**src/rtl/tlb_cam.sv**
```systemverilog
// tlb_cam: fully associative translation cache with priority lookup and round-robin replacement
module tlb_cam #(
    parameter int VPN_W   = 20,
    parameter int PPN_W   = 20,
    parameter int ENTRIES = 8,
    parameter int IDX_W   = 3
) (
    input  logic             clk,
    input  logic             rst_n,
    input  logic             lkup_vld,
    input  logic [VPN_W-1:0] lkup_vpn,
    input  logic             fill_vld,
    input  logic [VPN_W-1:0] fill_vpn,
    input  logic [PPN_W-1:0] fill_ppn,
    input  logic             flush,
    output logic             rsp_vld,
    output logic             rsp_hit,
    output logic [IDX_W-1:0] rsp_idx,
    output logic [PPN_W-1:0] rsp_ppn,
    output logic [IDX_W:0]   num_valid
);
    logic [ENTRIES-1:0] r_vld;
    logic [VPN_W-1:0]   r_tag [ENTRIES];
    logic [PPN_W-1:0]   r_ppn [ENTRIES];
    logic [IDX_W-1:0]   r_victim;
    logic               r_armed;
    logic               w_lk_hit;
    logic               w_fl_hit;
    logic               w_has_free;
    logic [IDX_W-1:0]   w_lk_idx;
    logic [IDX_W-1:0]   w_fl_idx;
    logic [IDX_W-1:0]   w_free_idx;
    logic [IDX_W-1:0]   w_tgt_idx;
    logic               w_lk_take;
    logic               w_fill_en;

    // Parallel tag compare for lookup and fill; scanning downward leaves the lowest index
    always_comb begin
        w_lk_hit   = 1'b0;
        w_fl_hit   = 1'b0;
        w_has_free = 1'b0;
        w_lk_idx   = '0;
        w_fl_idx   = '0;
        w_free_idx = '0;
        for (int i = ENTRIES - 1; i >= 0; i--) begin
            if (r_vld[i] && r_tag[i] == lkup_vpn) begin
                w_lk_hit = 1'b1;
                w_lk_idx = IDX_W'(i);
            end
            if (r_vld[i] && r_tag[i] == fill_vpn) begin
                w_fl_hit = 1'b1;
                w_fl_idx = IDX_W'(i);
            end
            if (!r_vld[i]) begin
                w_has_free = 1'b1;
                w_free_idx = IDX_W'(i);
            end
        end
    end

    assign w_tgt_idx = w_fl_hit ? w_fl_idx : (w_has_free ? w_free_idx : r_victim);
    assign w_fill_en = fill_vld && !flush;
    assign w_lk_take = lkup_vld && r_armed;

    // Valid bits, occupancy count and victim pointer; flush wins over fill
    always_ff @(posedge clk or negedge rst_n) begin
        if (!rst_n) begin
            r_vld     <= '0;
            r_victim  <= '0;
            num_valid <= '0;
        end else if (flush) begin
            r_vld     <= '0;
            r_victim  <= '0;
            num_valid <= '0;
        end else if (fill_vld) begin
            r_vld[w_tgt_idx] <= 1'b1;
            if (!w_fl_hit && w_has_free)
                num_valid <= num_valid + {{IDX_W{1'b0}}, 1'b1};
            if (!w_fl_hit && !w_has_free)
                r_victim <= r_victim + {{(IDX_W-1){1'b0}}, 1'b1};
        end
    end

    // Tag and PPN storage needs no reset: it is never visible while its valid bit is clear
    always_ff @(posedge clk) begin
        if (w_fill_en) begin
            r_tag[w_tgt_idx] <= fill_vpn;
            r_ppn[w_tgt_idx] <= fill_ppn;
        end
    end

    // Registered lookup result from pre-update contents; the first edge after reset is swallowed
    always_ff @(posedge clk or negedge rst_n) begin
        if (!rst_n) begin
            r_armed <= 1'b0;
            rsp_vld <= 1'b0;
            rsp_hit <= 1'b0;
            rsp_idx <= '0;
            rsp_ppn <= '0;
        end else begin
            r_armed <= 1'b1;
            rsp_vld <= w_lk_take;
            rsp_hit <= w_lk_take && w_lk_hit;
            rsp_idx <= (w_lk_take && w_lk_hit) ? w_lk_idx : '0;
            rsp_ppn <= (w_lk_take && w_lk_hit) ? r_ppn[w_lk_idx] : '0;
        end
    end
endmodule
```
**config.mk**
```make
export PLATFORM = sky130hd
export DESIGN_NAME = tlb_cam
export DESIGN_NICKNAME = d
export VERILOG_FILES = /design/src/rtl/tlb_cam.sv
export SDC_FILE = /design/constraint.sdc
export NUM_CORES = 1
export LEC_CHECK = 0
export BUFFER_PORTS_ARGS = -buffer_cell sky130_fd_sc_hd__clkbuf_2
export CORE_MARGIN = 3
export CORE_UTILIZATION = 40
export DETAILED_ROUTE_END_ITERATION = 8
export PLACE_DENSITY = 0.55
export SLEW_MARGIN = 0
export SYNTH_ARGS = -nofsm -noshare
export SYNTH_HDL_FRONTEND = slang
export SYNTH_SLANG_ARGS = --single-unit
```
**constraint.sdc**
```tcl
create_clock -name clk -period 7.07 [get_ports clk]
set_input_delay 0.707 -clock clk [delete_from_list [all_inputs] [get_ports clk]]
set_output_delay 0.707 -clock clk [all_outputs]
set_load 0.01 [all_outputs]
```
# Yosys cells after proc, flatten, opt, wreduce, memory -nomap -nowiden
# Memories as Yosys holds them, arrays and structs flattened.
# Cells that the tools add are included.
[totals] register_bits=41 ram_bits=320 output_inout_bits=29 wordCells=125 mem_count=2
[memory_table] memory="r_ppn" words=8 word_bits=20 read_ports=1 rd_ports_with_merged_regs=0 wr=1 line="24" text="logic [PPN_W-1:0] r_ppn [ENTRIES];"
[memory_table] memory="r_tag" words=8 word_bits=20 read_ports=8 rd_ports_with_merged_regs=0 wr=1 line="23" text="logic [VPN_W-1:0] r_tag [ENTRIES];"
[classes] add_sub_neg=2 order_cmp=2 n_eq_ne=16 muxes=64 bitwise_logic=1 reduce_logical=30
[op_table] cell="equality test 20 bit" n=16
[op_table] cell="two-way mux 3 bit" n=30
[op_table] cell="two-way mux 1 bit" n=27
[op_table] cell="logical AND 1 bit" n=22
[op_table] cell="two-way mux 20 bit" n=1
[op_table] cell="two-way mux 8 bit" n=2
[op_table] cell="two-way mux 4 bit" n=3
[op_table] cell="bitwise OR 8 bit" n=1
[op_table] cell="nonzero test 2 bit" n=3
[op_table] cell="adder 4 x 1 -> 4 bit (second input constant)" n=1
[op_table] cell="less-than comparator 3 x 4 -> 1 bit (second input constant)" n=1
[op_table] cell="AND reduction 2 bit" n=2
[op_table] cell="adder 3 x 1 -> 3 bit (second input constant)" n=1
[op_table] cell="demux 1 bit (select 3 bit)" n=1
[op_table] cell=">= comparator 3 x 1 -> 1 bit (second input constant)" n=1
[op_table] cell="zero test 1 bit" n=3

# Depth between registers and ports, before layout
[depth] word_depth=18 mapped_depth=11 mapped_depth_nobuf=8

# Worst setup path after synthesis
# OpenSTA, ideal clock, no wires.
[synth_timing] path_type="input-to-reg" startpoint="in fill_vpn[6]" endpoint="mem r_ppn[1][0], enable pin" arrival_time_ps=5131 required_ps=6583 slack_ps=1453 path_stages=10 path_buffers=2 path_cell_list="buf_2 -> xor2_1 -> nor4_1 -> nand4_1 -> or2_1 -> nand4b_1 -> o221ai_1 -> and2_0 -> clkbuf_1 -> nor3_1"
[synth_between] elab_chain_len=11 elab_cells_between_ends=33 cone_classes="eq/ne: 8; mux: 17; reduce/logical: 8"
[synth_lines] item="start, declared" line="13" text="input logic [VPN_W-1:0] fill_vpn,"
[synth_lines] item="equality test 20 bit" line="50" text="if (r_vld[i] && r_tag[i] == fill_vpn) begin"
[synth_lines] item="logical AND 1 bit" line="50"
[synth_lines] item="two-way mux 3 bit or two-way mux 1 bit (tied branches) (8 in series)" line="50"
[synth_lines] item="two-way mux 3 bit (*)" line="61" text="assign w_tgt_idx = w_fl_hit ? w_fl_idx : (w_has_free ? w_free_idx : r_victim);"
[synth_lines] item="end, declared" line="24"
# Every way passes the cells marked *; elsewhere a longest branch is shown, timed or not.

# Worst setup path in the final report
[layout_timing] startpoint="in fill_vpn[11]" endpoint="mem r_ppn[2][17], enable pin"
# Same word-level chain as after synthesis.

==> results.md <==
- Compound-Gate Fraction of Synth Area: 7.32%
- Final Core Density: 46.3%
- Fillers: 4008
- Clock root cell: clkbuf_16
- Post-DP HPWL: 37.0 mm
- Layout cells sized above 1: 14.1%
- Setup_tns: 0 ps
- Library cells used by synthesis: 62
- Final setup margin: 2520 ps
- Non-Filler Instances: 2114
- Pin slew with the least headroom to its limit: 1040 ps
- Fin crit share: 64.4%
- Largest family of logic cells by synthesized area: XOR/XNOR gates
- Critical Path RT: 7290 ps
- Vias: 12500
- Starting Density: 40.9%
- Unrepaired setup endpoints after global routing: no
- Number of cells on the critical path: 10
- Post-synthesis sequential area ratio: 58.1%
- Buf/Inv on CP: 2
- Initial drt markers: 1410
- Setup violators final: 0
- Remaining antenna violation count: 0
- Hold WC Path Type: input port to async pin
- Max_cap viols: 0
- Post-cts sizing count: 0
- Slowest cell on crit path: nor4_1
- Total grt overflow: 0
- Worst path arrival time: 4770 ps
- Clock transition at path regs: 60 ps
- Reg-to-Reg Start: r_tag[7][11]
- Outcome: finished, final reports clean
- Worst rel slew slack: 30.4%
- Worst Setup End Kind: register
- Synth warnings: 0
- Total Wirelength: 58.0 mm
- Setup Buffers After CTS: 0
- Mapped cell area: 18300 sq um
- Hold-fix buffers, CTS: 0
- DRC: 0
- Xor-xnor portion of the synthesized cell area: 15.8%
- Synth Register Bits: 361
- CP max FO: 22
- Peak VDD IR: 161 uV
- CP Cell Sequence: clkbuf_2, xor2_1, nor4_1, nand3_1, or2_1, nand4b_1, or3_1, and2_0, and3_2, buf_4
- Die height: 220 um
- CTS tree: done
- CP startpoint: fill_vpn[11]
- Final hold vios: 0
- Fin nets: 1556
- Largest net degree at the start of global routing: 63
- Leak: 7.08 nW
- Synthesized instance count: 1422
- Most common cell after layout, fill and taps aside: edfxtp_1
- Total track usage: 23.9%
- Die W: 220 um
- CP delay by family, top: simple AND/OR/NAND/NOR gates
- Dpl cells: 2036
- Setup CP Type: input port to register
- Post-synth ARST share: 11.4%
- Simple-Gate Fraction of Synth Area: 11.1%
- Wire length per cell: 27.4 um
- Core area: 44700 sq um
- Adder-Cell Fraction of Synth Area: 0.137%
- Syn_area_per_cell: 12.9 sq um
- CTS sink count: 361
- Pins Over Slew Limit: 0
- Clock latency on the worst-skew pair: 580 ps
- Vias per cell: 5.92
- Setup Slack @ Placement: 2070 ps
- Most frequent cells in the layout: 320 x edfxtp_1, 240 x xnor2_1, 93 x clkbuf_2, 92 x nand3_1, 88 x nand4_1
- Final Instance Area: 20700 sq um
- Num rows: 77
- Clock buffer depth: 3
- Inserted Clock Buffers: 43
- Mapped Nets: 1489
- Max frequency: 0.220 GHz
- P per Cell Area: 240 nW/um^2
- Syn-to-layout area delta: 13.0%
- Reg2reg path depth: 9
- CP Launch Type: input port
- Prevailing post-synth register cell: edfxtp_1
- CP peak stage delay: 760 ps
- Antenna cells: 0
- EDFF count, synth: 320
- Final min period: 4550 ps
- Antenna violations before repair: 0
- IO Port Bufs: 93
- Placed cell area: 19300 sq um
- Mux cell area share after synthesis: 4.55%
- Reg2Reg Setup Slack: 2710 ps
- Placer's final routability congestion estimate: 0.924
- H-tree Lvls: 2
- Die area: 48300 sq um
- I/O pins: 94
- Vias in the first global route: 12100
- Worst clock skew: 21.1 ps
- First-pass GRT wire length: 83.6 mm
- TritonRoute pass-1 iters: 5
## cell usage after synthesis, drive strengths merged (4+ instances only)
master | n | area [sq um]
o21ai | 45 | 225
mux2i | 82 | 821
xnor2 | 248 | 2230
xor2 | 76 | 666
nand2 | 69 | 259
nor2 | 20 | 75.1
nand4 | 88 | 551
and4 | 7 | 61.3
o211ai | 23 | 173
buf | 54 | 344
a22o | 60 | 526
dfrtp | 41 | 1030
nor3b | 10 | 80.1
clkbuf | 40 | 150
nor3 | 5 | 25.0
inv | 13 | 48.8
o2111ai | 20 | 175
and3 | 4 | 25.0
nor4 | 44 | 282
or2 | 10 | 62.6
nand3 | 92 | 460
edfxtp | 320 | 9610
## sequential cells by signal, summed over array words and instances (netlist names)
| signal | cells |
|---|---|
| num_valid | 4 |
| r_ppn | 160 |
| r_victim | 3 |
| rsp_ppn | 20 |
| r_tag | 160 |
| rsp_vld | 1 |
| r_armed | 1 |
| r_vld | 8 |
| rsp_hit | 1 |
| rsp_idx | 3 |
## path summary, 6_finish.rpt
kind | to
min reg2reg | r_victim[1]
min | r_vld[0]
max | r_ppn[2][17]
max in group asynchronous | rsp_ppn[12]
max reg2reg | r_ppn[2][17]
min in group clk | r_ppn[7][16]
## metrics by stage
step	hold slack [ps]	power [mW]
after global placement	559	2.75
after detailed placement	567	2.75
after floorplan	411	2.62
final	253	4.96
after CTS	267	5.00
after global routing	287	5.11
## layer usage
layer	wire, um	part of all wire [%]	vias to the layer above	GRT usage (%)
li1	-	-	5510	-
met2	24300	42	558	33.8
met3	4760	8.2	72	4.47
met4	1120	1.9	0	5.95
met5	0	0	-	0
met1	27800	48	6379	37.5
## cell families (layout without fill, tap and decap cells)
kind of cell    Yosys count  in the layout
compound gates          177            177
xor+xnor                324            324
fa+ha+maj                 2              2
buf+inv                 107            207
flops                   361            361
mux                      83             83
other cells               1              1
simple gates            367            367
## power breakdown
group	internal (mW)	total, mW	leakage, nW	switching [mW]
clock	1.34	2.24	0.703	0.907
sequential	2.36	2.38	3.46	0.0233
combinational	0.104	0.337	2.92	0.234
total	3.80	4.96	7.08	1.16
## area by class of cell
class | count | area [sq um] | share of cell area [%]
sequential | 361 | 10600 | 51.4
multi-input combinational | 954 | 7190 | 34.8
clock buffer | 51 | 1140 | 5.49
tap | 592 | 741 | 3.58
timing repair buffer | 116 | 638 | 3.09
clock inverter | 27 | 290 | 1.40
inverter | 13 | 48.8 | 0.236
Note: power is estimated with default switching activity, not from simulation.
